--- src/rtl/video_pkg.sv ---
// Shared video-pipeline types for the framebuffer fetch path.
// FB_FETCH_LINE_REPEAT_EN adds a line-repeat field to the fetch config.
package video_pkg;

   localparam int FB_ADDR_W = 32;
   localparam int FB_LINE_W = 12;
   localparam int FB_REP_W  = 4;

   typedef enum logic [1:0] {
      IDLE,
      FETCH,
      DRAIN
   } fetch_state_e;

   // base tracks the start of the line currently being fetched
   typedef struct packed {
      logic [FB_ADDR_W-1:0] base;
      logic [FB_LINE_W-1:0] line_words;
      logic [FB_LINE_W-1:0] line_count;
      logic [FB_LINE_W-1:0] stride;
`ifdef FB_FETCH_LINE_REPEAT_EN
      logic [FB_REP_W-1:0]  rpt;
`endif
   } fb_fetch_cfg_t;

endpackage

--- src/rtl/fetch_credit_counter.sv ---
// Outstanding-request counter and FIFO/space admission check.
module fetch_credit_counter #(
   parameter int FIFO_AWIDTH     = 9,
   parameter int MAX_OUTSTANDING = 8
) (
   input  logic                 clk_i,
   input  logic                 rstn_i,
   input  logic                 issue_i,
   input  logic                 rsp_i,
   input  logic [FIFO_AWIDTH:0] fill_i,
   output logic                 rsp_ok_o,
   output logic                 space_ok_o,
   output logic [FIFO_AWIDTH:0] pending_o,
   output logic [FIFO_AWIDTH:0] pending_next_o
);

   localparam int CW = FIFO_AWIDTH + 1;
   localparam int SW = FIFO_AWIDTH + 2;
   localparam logic [SW-1:0] CAP  = SW'(2 ** FIFO_AWIDTH);
   localparam logic [CW-1:0] MAXO = CW'(MAX_OUTSTANDING);

   logic [CW-1:0] pend_q;
   logic [CW-1:0] pend_d;
   logic [SW-1:0] need;

   // a response with nothing outstanding is stray and dropped
   assign rsp_ok_o = rsp_i & (pend_q != '0);

   always_comb begin
      pend_d = pend_q;
      if (issue_i & ~rsp_ok_o)
         pend_d = pend_q + 1'b1;
      else if (~issue_i & rsp_ok_o)
         pend_d = pend_q - 1'b1;
   end

   assign need = {1'b0, pend_q} + {1'b0, fill_i} + SW'(1);

   assign space_ok_o     = (need <= CAP) & (pend_q < MAXO);
   assign pending_o      = pend_q;
   assign pending_next_o = pend_d;

   always_ff @(posedge clk_i or negedge rstn_i) begin
      if (!rstn_i)
         pend_q <= '0;
      else
         pend_q <= pend_d;
   end

endmodule

--- src/rtl/fb_fetch_engine.sv ---
// Framebuffer fetch engine: pipelined Wishbone reader feeding a pixel FIFO.
// Define FB_FETCH_LINE_REPEAT_EN to add repeat_i (each line fetched N+1 times).
module fb_fetch_engine
   import video_pkg::*;
#(
   parameter int DATA_WIDTH      = 128,
   parameter int ADDR_WIDTH      = FB_ADDR_W,
   parameter int FIFO_AWIDTH     = 9,
   parameter int MAX_OUTSTANDING = 8,
   parameter int LINE_W          = FB_LINE_W
) (
   input  logic                  clk_i,
   input  logic                  rstn_i,
   input  logic                  enable_i,
   input  logic                  start_i,
   input  logic [ADDR_WIDTH-1:0] fb_base_i,
   input  logic [LINE_W-1:0]     line_words_i,
   input  logic [LINE_W-1:0]     line_count_i,
   input  logic [LINE_W-1:0]     stride_i,
`ifdef FB_FETCH_LINE_REPEAT_EN
   input  logic [FB_REP_W-1:0]   repeat_i,
`endif
   output logic                  wb_cyc_o,
   output logic                  wb_stb_o,
   output logic [ADDR_WIDTH-1:0] wb_addr_o,
   input  logic                  wb_stall_i,
   input  logic                  wb_ack_i,
   input  logic                  wb_err_i,
   input  logic [DATA_WIDTH-1:0] wb_rdata_i,
   output logic                  ff_we_o,
   output logic [DATA_WIDTH-1:0] ff_wdata_o,
   input  logic [FIFO_AWIDTH:0]  ff_fill_count_i,
   output logic                  busy_o,
   output logic                  done_o,
   output logic                  err_o
);

   fetch_state_e          state_q;
   fb_fetch_cfg_t         cfg_q;
   fb_fetch_cfg_t         cfg_d;
   logic [ADDR_WIDTH-1:0] addr_q;
   logic [FB_ADDR_W-1:0]  next_base;
   logic [FB_LINE_W-1:0]  word_q;
   logic [FB_LINE_W-1:0]  line_q;
   logic                  err_q;
   logic                  done_q;
   logic                  we_q;
   logic [DATA_WIDTH-1:0] wdata_q;

   logic [FIFO_AWIDTH:0]  pend;
   logic [FIFO_AWIDTH:0]  pend_next;
   logic                  space_ok;
   logic                  rsp_ok;
   logic                  req_ok;
   logic                  in_fetch;
   logic                  last_word;
   logic                  last_line;
   logic                  last_rep;
   logic                  empty_cfg;

   fetch_credit_counter #(
      .FIFO_AWIDTH    (FIFO_AWIDTH),
      .MAX_OUTSTANDING(MAX_OUTSTANDING)
   ) u_credit (
      .clk_i         (clk_i),
      .rstn_i        (rstn_i),
      .issue_i       (req_ok),
      .rsp_i         (wb_ack_i | wb_err_i),
      .fill_i        (ff_fill_count_i),
      .rsp_ok_o      (rsp_ok),
      .space_ok_o    (space_ok),
      .pending_o     (pend),
      .pending_next_o(pend_next)
   );

   assign in_fetch = (state_q == FETCH);
   // dropping enable kills the strobe in the same cycle
   assign wb_stb_o = in_fetch & enable_i & space_ok;
   assign wb_cyc_o = in_fetch | (pend != '0);
   assign req_ok   = wb_cyc_o & wb_stb_o & ~wb_stall_i;

   assign wb_addr_o  = addr_q;
   assign ff_we_o    = we_q;
   assign ff_wdata_o = wdata_q;
   assign busy_o     = (state_q != IDLE);
   assign done_o     = done_q;
   assign err_o      = err_q;

   assign last_word = (word_q == cfg_q.line_words - 1'b1);
   assign last_line = (line_q == cfg_q.line_count - 1'b1);
   assign next_base = cfg_q.base + FB_ADDR_W'(cfg_q.stride);
   assign empty_cfg = (line_words_i == '0) | (line_count_i == '0);

   always_comb begin
      cfg_d            = '0;
      cfg_d.base       = FB_ADDR_W'(fb_base_i);
      cfg_d.line_words = FB_LINE_W'(line_words_i);
      cfg_d.line_count = FB_LINE_W'(line_count_i);
      cfg_d.stride     = FB_LINE_W'(stride_i);
`ifdef FB_FETCH_LINE_REPEAT_EN
      cfg_d.rpt        = repeat_i;
`endif
   end

`ifdef FB_FETCH_LINE_REPEAT_EN
   logic [FB_REP_W-1:0] rep_q;

   assign last_rep = (rep_q == cfg_q.rpt);

   always_ff @(posedge clk_i or negedge rstn_i) begin
      if (!rstn_i)
         rep_q <= '0;
      else if (state_q == IDLE)
         rep_q <= '0;
      else if (req_ok & last_word)
         rep_q <= last_rep ? '0 : rep_q + 1'b1;
   end
`else
   assign last_rep = 1'b1;
`endif

   always_ff @(posedge clk_i or negedge rstn_i) begin
      if (!rstn_i) begin
         state_q <= IDLE;
         cfg_q   <= '0;
         addr_q  <= '0;
         word_q  <= '0;
         line_q  <= '0;
         err_q   <= 1'b0;
         done_q  <= 1'b0;
      end else begin
         done_q <= 1'b0;
         if (rsp_ok & wb_err_i)
            err_q <= 1'b1;
         unique case (state_q)
            IDLE: begin
               if (start_i & enable_i) begin
                  cfg_q  <= cfg_d;
                  addr_q <= fb_base_i;
                  word_q <= '0;
                  line_q <= '0;
                  err_q  <= 1'b0;
                  if (empty_cfg)
                     done_q <= 1'b1;
                  else
                     state_q <= FETCH;
               end
            end
            FETCH: begin
               if (!enable_i) begin
                  state_q <= DRAIN;
               end else if (req_ok) begin
                  if (!last_word) begin
                     addr_q <= addr_q + 1'b1;
                     word_q <= word_q + 1'b1;
                  end else begin
                     word_q <= '0;
                     // replay the same line before moving on
                     if (!last_rep) begin
                        addr_q <= ADDR_WIDTH'(cfg_q.base);
                     end else if (last_line) begin
                        state_q <= DRAIN;
                     end else begin
                        line_q     <= line_q + 1'b1;
                        cfg_q.base <= next_base;
                        addr_q     <= ADDR_WIDTH'(next_base);
                     end
                  end
               end
            end
            DRAIN: begin
               if (pend_next == '0) begin
                  state_q <= IDLE;
                  done_q  <= 1'b1;
               end
            end
            default: state_q <= IDLE;
         endcase
      end
   end

   // every accepted beat is written, errors as zero to keep alignment
   always_ff @(posedge clk_i or negedge rstn_i) begin
      if (!rstn_i) begin
         we_q    <= 1'b0;
         wdata_q <= '0;
      end else begin
         we_q <= rsp_ok;
         if (rsp_ok)
            wdata_q <= wb_err_i ? '0 : wb_rdata_i;
      end
   end

endmodule

--- config.mk ---
export PLATFORM = sky130hd
export DESIGN_NAME = fb_fetch_engine
export DESIGN_NICKNAME = d
export VERILOG_FILES = /design/src/rtl/video_pkg.sv /design/src/rtl/fetch_credit_counter.sv /design/src/rtl/fb_fetch_engine.sv
export SDC_FILE = /design/constraint.sdc
export NUM_CORES = 1
export LEC_CHECK = 0
export ABC_AREA = 1
export BUFFER_PORTS_ARGS = -buffer_cell sky130_fd_sc_hd__clkbuf_2
export CAP_MARGIN = 20
export CORE_MARGIN = 2
export CORE_UTILIZATION = 35
export DETAILED_ROUTE_END_ITERATION = 10
export PLACE_DENSITY = 0.54
export SYNTH_ARGS = -nofsm -noshare
export SYNTH_HDL_FRONTEND = slang
export SYNTH_HIERARCHICAL = 1
export SYNTH_SLANG_ARGS = --single-unit
--- constraint.sdc ---
create_clock -name clk_i -period 3.5 [get_ports clk_i]
set_input_delay 0.175 -clock clk_i [delete_from_list [all_inputs] [get_ports clk_i]]
set_output_delay 0.175 -clock clk_i [all_outputs]
set_load 0.05 [all_outputs]
==> run_summary.xml <==
<?xml version="1.0" encoding="UTF-8"?>
<metrics>
  <group name="floorplanning">
    <metric name="die_outline_width" unit="um">216</metric>
    <metric name="die_area" unit="mm2">0.0465</metric>
    <metric name="initial_utilization" unit="">0.355</metric>
    <metric name="floorplan.die.height" unit="um">216</metric>
    <metric name="ios" unit="">379</metric>
    <metric name="placementRows" unit="">77</metric>
    <metric name="placeableCoreArea" unit="mm2">0.0442</metric>
  </group>
  <group name="sta">
    <metric name="worst_pin_slew" unit="ns">0.929</metric>
    <metric name="worst_slew_margin_rel" unit="">0.381</metric>
    <metric name="rsz0062_at_grt" unit="">true</metric>
    <metric name="timing.final.crit_share" unit="">0.981</metric>
    <metric name="clock_skew" unit="ns">0.0166</metric>
    <metric name="max_clock_freq" unit="MHz">291</metric>
    <metric name="finalMaxSlewViolations" unit="">0</metric>
    <metric name="finalSetupViolCount" unit="">0</metric>
    <metric name="hold_viol_final" unit="">0</metric>
    <metric name="tns" unit="ns">0</metric>
    <metric name="period_needed" unit="ns">3.43</metric>
  </group>
  <group name="clock_tree">
    <metric name="cts_root_buf" unit="">sky130_fd_sc_hd__clkbuf_16</metric>
    <metric name="ctsLongestPathBuffers" unit="">3</metric>
    <metric name="cts_buffers" unit="">35</metric>
    <metric name="cts.sink_count" unit="">267</metric>
    <metric name="clock_latency" unit="ns">0.54</metric>
    <metric name="clkTransAtPathRegs" unit="ns">0.05</metric>
    <metric name="cts.htree.levels" unit="">2</metric>
    <metric name="tritoncts" unit="">done</metric>
  </group>
  <group name="detailed_routing">
    <metric name="finalWirelength" unit="um">53600</metric>
    <metric name="vias" unit="">16300</metric>
    <metric name="drcViolationCount" unit="">0</metric>
    <metric name="wl_per_cell" unit="um">15.8</metric>
    <metric name="via_per_inst" unit="">4.80</metric>
    <metric name="postRouteAntennaNets" unit="">0</metric>
    <metric name="first_pass_iters" unit="">5</metric>
    <metric name="first_iter_violations" unit="">941</metric>
  </group>
  <group name="logic_synthesis">
    <metric name="synth.cell_area" unit="mm2">0.0157</metric>
    <metric name="synth_enable_flop_cells" unit="">0</metric>
    <metric name="synth_top_area_share" unit="">0.426</metric>
    <metric name="synthDominantAreaCellType" unit="">sky130_fd_sc_hd__dfrtp_1</metric>
    <metric name="syn_avg_cell_area" unit="um2">7.08</metric>
    <metric name="post_synthesis_net_count" unit="">2460</metric>
    <metric name="synth_most_common_cell" unit="">sky130_fd_sc_hd__nand2_1</metric>
    <metric name="synthTopCellsByCount" unit="">sky130_fd_sc_hd__nand2_1 (725), sky130_fd_sc_hd__inv_1 (295), sky130_fd_sc_hd__dfrtp_1 (267)</metric>
    <metric name="synth_seq_area_share" unit="">0.426</metric>
    <metric name="synth-async-reset-ratio" unit="">1.00</metric>
    <metric name="netlist_instances" unit="">2217</metric>
    <metric name="synth-main-ff-cell" unit="">sky130_fd_sc_hd__dfrtp_1</metric>
    <metric name="yosys-top-cells-area" unit="">sky130_fd_sc_hd__dfrtp_1 (43%), sky130_fd_sc_hd__nand2_1 (17%), sky130_fd_sc_hd__nand3_1 (8.0%), sky130_fd_sc_hd__inv_1 (7.1%), sky130_fd_sc_hd__o21ai_0 (5.6%)</metric>
    <metric name="ys_ff_latch" unit="">267</metric>
    <metric name="synthesis.yosys.warnings" unit="">6</metric>
    <metric name="ys_types" unit="">43</metric>
  </group>
  <group name="power_and_ir_drop">
    <metric name="internal_power" unit="mW">8.33</metric>
    <metric name="power.share.sequential" unit="">0.310</metric>
    <metric name="p_per_area" unit="mW/mm2">690</metric>
    <metric name="power_switching" unit="mW">6.65</metric>
    <metric name="leakage" unit="nW">11.2</metric>
    <metric name="pwr-share-comb" unit="">0.438</metric>
    <metric name="ir_worst_vdd" unit="V">0.000442</metric>
    <metric name="p_clk_frac" unit="">0.252</metric>
    <metric name="power.share.switching" unit="">0.444</metric>
  </group>
  <group name="critical_path">
    <metric name="worstSetupPathType" unit="">flip-flop to flip-flop</metric>
    <metric name="data_required_time_at_the_worst_endpoint" unit="ns">3.93</metric>
    <metric name="worst-r2r-setup-slack" unit="ns">0.07</metric>
    <metric name="arrival" unit="ns">3.87</metric>
    <metric name="r2r_start" unit="">u_credit/pending_o[2]</metric>
    <metric name="critical_path.endpoint_type" unit="">flip-flop</metric>
    <metric name="capture_point_of_the_worst_reg_to_reg_path" unit="">state_q[0]</metric>
    <metric name="worst_r2r_path_depth" unit="">25</metric>
    <metric name="crit_path_start_kind" unit="">flip-flop</metric>
    <metric name="critical_path_peak_fanout" unit="">6</metric>
  </group>
  <group name="final_layout">
    <metric name="final_net_count" unit="">3020</metric>
    <metric name="final_cells" unit="">3395</metric>
    <metric name="final_layout_size_suffix_gt1_frac" unit="">0.203</metric>
    <metric name="syn2layout_area_growth" unit="%">38.5</metric>
  </group>
  <group name="global_route">
    <metric name="global_route.usage.total" unit="">0.232</metric>
    <metric name="antenna_found_initial" unit="">2</metric>
    <metric name="gr-total-overflow" unit="">0</metric>
    <metric name="global_route_wire_length_before_repair" unit="um">87500</metric>
    <metric name="vias_in_the_first_global_route" unit="">16500</metric>
    <metric name="pin_count_of_the_biggest_net_entering_global_routing" unit="">116</metric>
  </group>
  <group name="flow_run">
    <metric name="max-cap-violations" unit="">0</metric>
  </group>
  <group name="min_path">
    <metric name="endpoint_worst_hold" unit="">wb_addr_o[22]</metric>
    <metric name="hold_start" unit="">fb_base_i[22]</metric>
    <metric name="worstHoldPathCells" unit="">5</metric>
    <metric name="worstHoldPathType" unit="">input pin to flip-flop</metric>
  </group>
  <group name="placement">
    <metric name="dp.cells" unit="">3135</metric>
    <metric name="port_buffer_cells" unit="">378</metric>
    <metric name="gp_congestion" unit="">0.905</metric>
    <metric name="detailed_place_hpwl" unit="um">39100</metric>
  </group>
  <group name="run_status">
    <metric name="result_of_the_run" unit="">finished, final reports clean</metric>
  </group>
</metrics>
critical path, cell delays in order (launching register included):
cell and delay [ns]:
sky130_fd_sc_hd__dfrtp_1 0.41, sky130_fd_sc_hd__ha_4 0.28, sky130_fd_sc_hd__nand2_2 0.07, sky130_fd_sc_hd__nand2_2 0.06, sky130_fd_sc_hd__inv_2 0.06, sky130_fd_sc_hd__nand2_2 0.06, sky130_fd_sc_hd__nand2_2 0.08, sky130_fd_sc_hd__nand2_1 0.05
sky130_fd_sc_hd__nand2_1 0.06, sky130_fd_sc_hd__nand2_1 0.04, sky130_fd_sc_hd__nor2_1 0.11, sky130_fd_sc_hd__nand4_1 0.17, sky130_fd_sc_hd__a21oi_4 0.17, sky130_fd_sc_hd__nand3b_1 0.18, sky130_fd_sc_hd__inv_4 0.16, sky130_fd_sc_hd__buf_4 0.13
sky130_fd_sc_hd__buf_4 0.09, sky130_fd_sc_hd__buf_4 0.10, sky130_fd_sc_hd__nand3_1 0.08, sky130_fd_sc_hd__nand2_2 0.10, sky130_fd_sc_hd__a21oi_2 0.09, sky130_fd_sc_hd__nor4_4 0.28, sky130_fd_sc_hd__nand3_1 0.13, sky130_fd_sc_hd__nand3_2 0.10
sky130_fd_sc_hd__nand2_1 0.05, sky130_fd_sc_hd__o31ai_1 0.23
layout make-up:
type | instances | area (um2)
multi-input combinational | 1564 | 7770
antenna | 2 | 5.00
inverter | 301 | 1140
fill | 4415 | 22500
sequential | 267 | 6680
clock buffer | 54 | 1090
timing repair buffer | 608 | 4180
clock inverter | 7 | 119
tap | 592 | 741
state kept, by name, indices dropped and copies added (netlist names), 2 cells and up:
register / flops
cfg_q: 68
ff_wdata_o: 128
line_q: 12
state_q: 2
u_credit/pending_o: 10
wb_addr_o: 32
word_q: 12
cell families (layout without fill, tap and decap cells):
family,count (synthesis),count (layout),share of synthesized area
simple gates,1217,1218,0.334
buf+inv,387,970,0.0958
flops,267,267,0.426
compound gates,256,256,0.0865
xor+xnor,60,60,0.0335
fa+ha+maj,30,30,0.0244
other cells,0,2,0
routing by layer:
metal | vias up | part of all wire | track usage
li1 | 8150 | - | -
met1 | 7597 | 0.42 | 0.291
met2 | 454 | 0.48 | 0.397
met3 | 107 | 0.064 | 0.0517
met4 | 0 | 0.028 | 0.0752
met5 | - | 0 | 0
what timing repair did:
action	4_1_cts	5_1_grt
endpoints found under the setup margin	3	44
gates resized for setup	13	57
pin swaps	3	30
endpoints found under the hold margin	301	0
setup buffers	6	3
cloned	1	0
hold buffers	187	0
power groups by stage:
stage / registers (mW) / clock network [mW] / logic [mW]
6_report: 4.64 / 3.78 / 6.56
2_1_floorplan: 5.54 / 0 / 3.47
3_3_place_gp: 4.66 / 0 / 6.10
4_1_cts: 4.63 / 3.88 / 6.40
3_5_place_dp: 4.66 / 0 / 6.14
5_1_grt: 4.77 / 4.01 / 7.37
cells in the final DEF, fill, tap and decap left out, types with 4 or more instances in the layout:
cell type,count
sky130_fd_sc_hd__a21oi_1,19
sky130_fd_sc_hd__a21oi_2,4
sky130_fd_sc_hd__buf_12,6
sky130_fd_sc_hd__buf_4,34
sky130_fd_sc_hd__clkbuf_1,7
sky130_fd_sc_hd__clkbuf_16,37
sky130_fd_sc_hd__clkbuf_2,377
sky130_fd_sc_hd__clkbuf_8,10
sky130_fd_sc_hd__dfrtp_1,267
sky130_fd_sc_hd__dlygate4sd3_1,187
sky130_fd_sc_hd__ha_1,23
sky130_fd_sc_hd__ha_4,6
sky130_fd_sc_hd__inv_1,287
sky130_fd_sc_hd__inv_2,10
sky130_fd_sc_hd__nand2_1,702
sky130_fd_sc_hd__nand2_2,24
sky130_fd_sc_hd__nand2_4,8
sky130_fd_sc_hd__nand3_1,251
sky130_fd_sc_hd__nand3b_1,15
sky130_fd_sc_hd__nand4_1,25
sky130_fd_sc_hd__nor2_1,109
sky130_fd_sc_hd__nor2_2,10
sky130_fd_sc_hd__nor2_4,5
sky130_fd_sc_hd__nor3_1,33
sky130_fd_sc_hd__nor4_1,12
sky130_fd_sc_hd__o21a_1,5
sky130_fd_sc_hd__o21ai_0,172
sky130_fd_sc_hd__o21ai_1,27
sky130_fd_sc_hd__o22ai_1,12
sky130_fd_sc_hd__or2_2,12
sky130_fd_sc_hd__xnor2_1,16
sky130_fd_sc_hd__xor2_1,43
metrics by stage:
stage               setup slack, ns  area [um2]  hold slack (ns)  utilization  total power, mW
global route                 -0.211       21700           0.0233        0.491             16.1
global placement             -0.125       18300            0.329        0.414             10.8
floorplan                     0.215       15700           -0.121            -             9.01
detailed placement           -0.193       18300            0.336        0.414             10.8
CTS                         0.00910       21500          0.00136        0.487             14.9
finish                       0.0656       21700          0.00577        0.491             15.0
how the worst max path moves through the flow:
| stage | slack, ns | end | depth (start not counted) | from |
|---|---|---|---|---|
| 2_1_floorplan | 0.22 | state_q[0] | 25 | u_credit/pending_o[2] |
| 3_3_place_gp | -0.12 | state_q[0] | 24 | u_credit/pending_o[1] |
| 3_5_place_dp | -0.19 | state_q[0] | 27 | u_credit/pending_o[1] |
| 4_1_cts | 0.009 | state_q[0] | 24 | u_credit/pending_o[6] |
| 5_1_grt | -0.21 | state_q[0] | 25 | u_credit/pending_o[2] |
| 6_report | 0.07 | state_q[0] | 25 | u_credit/pending_o[2] |
(Power assumes the default switching activity.)
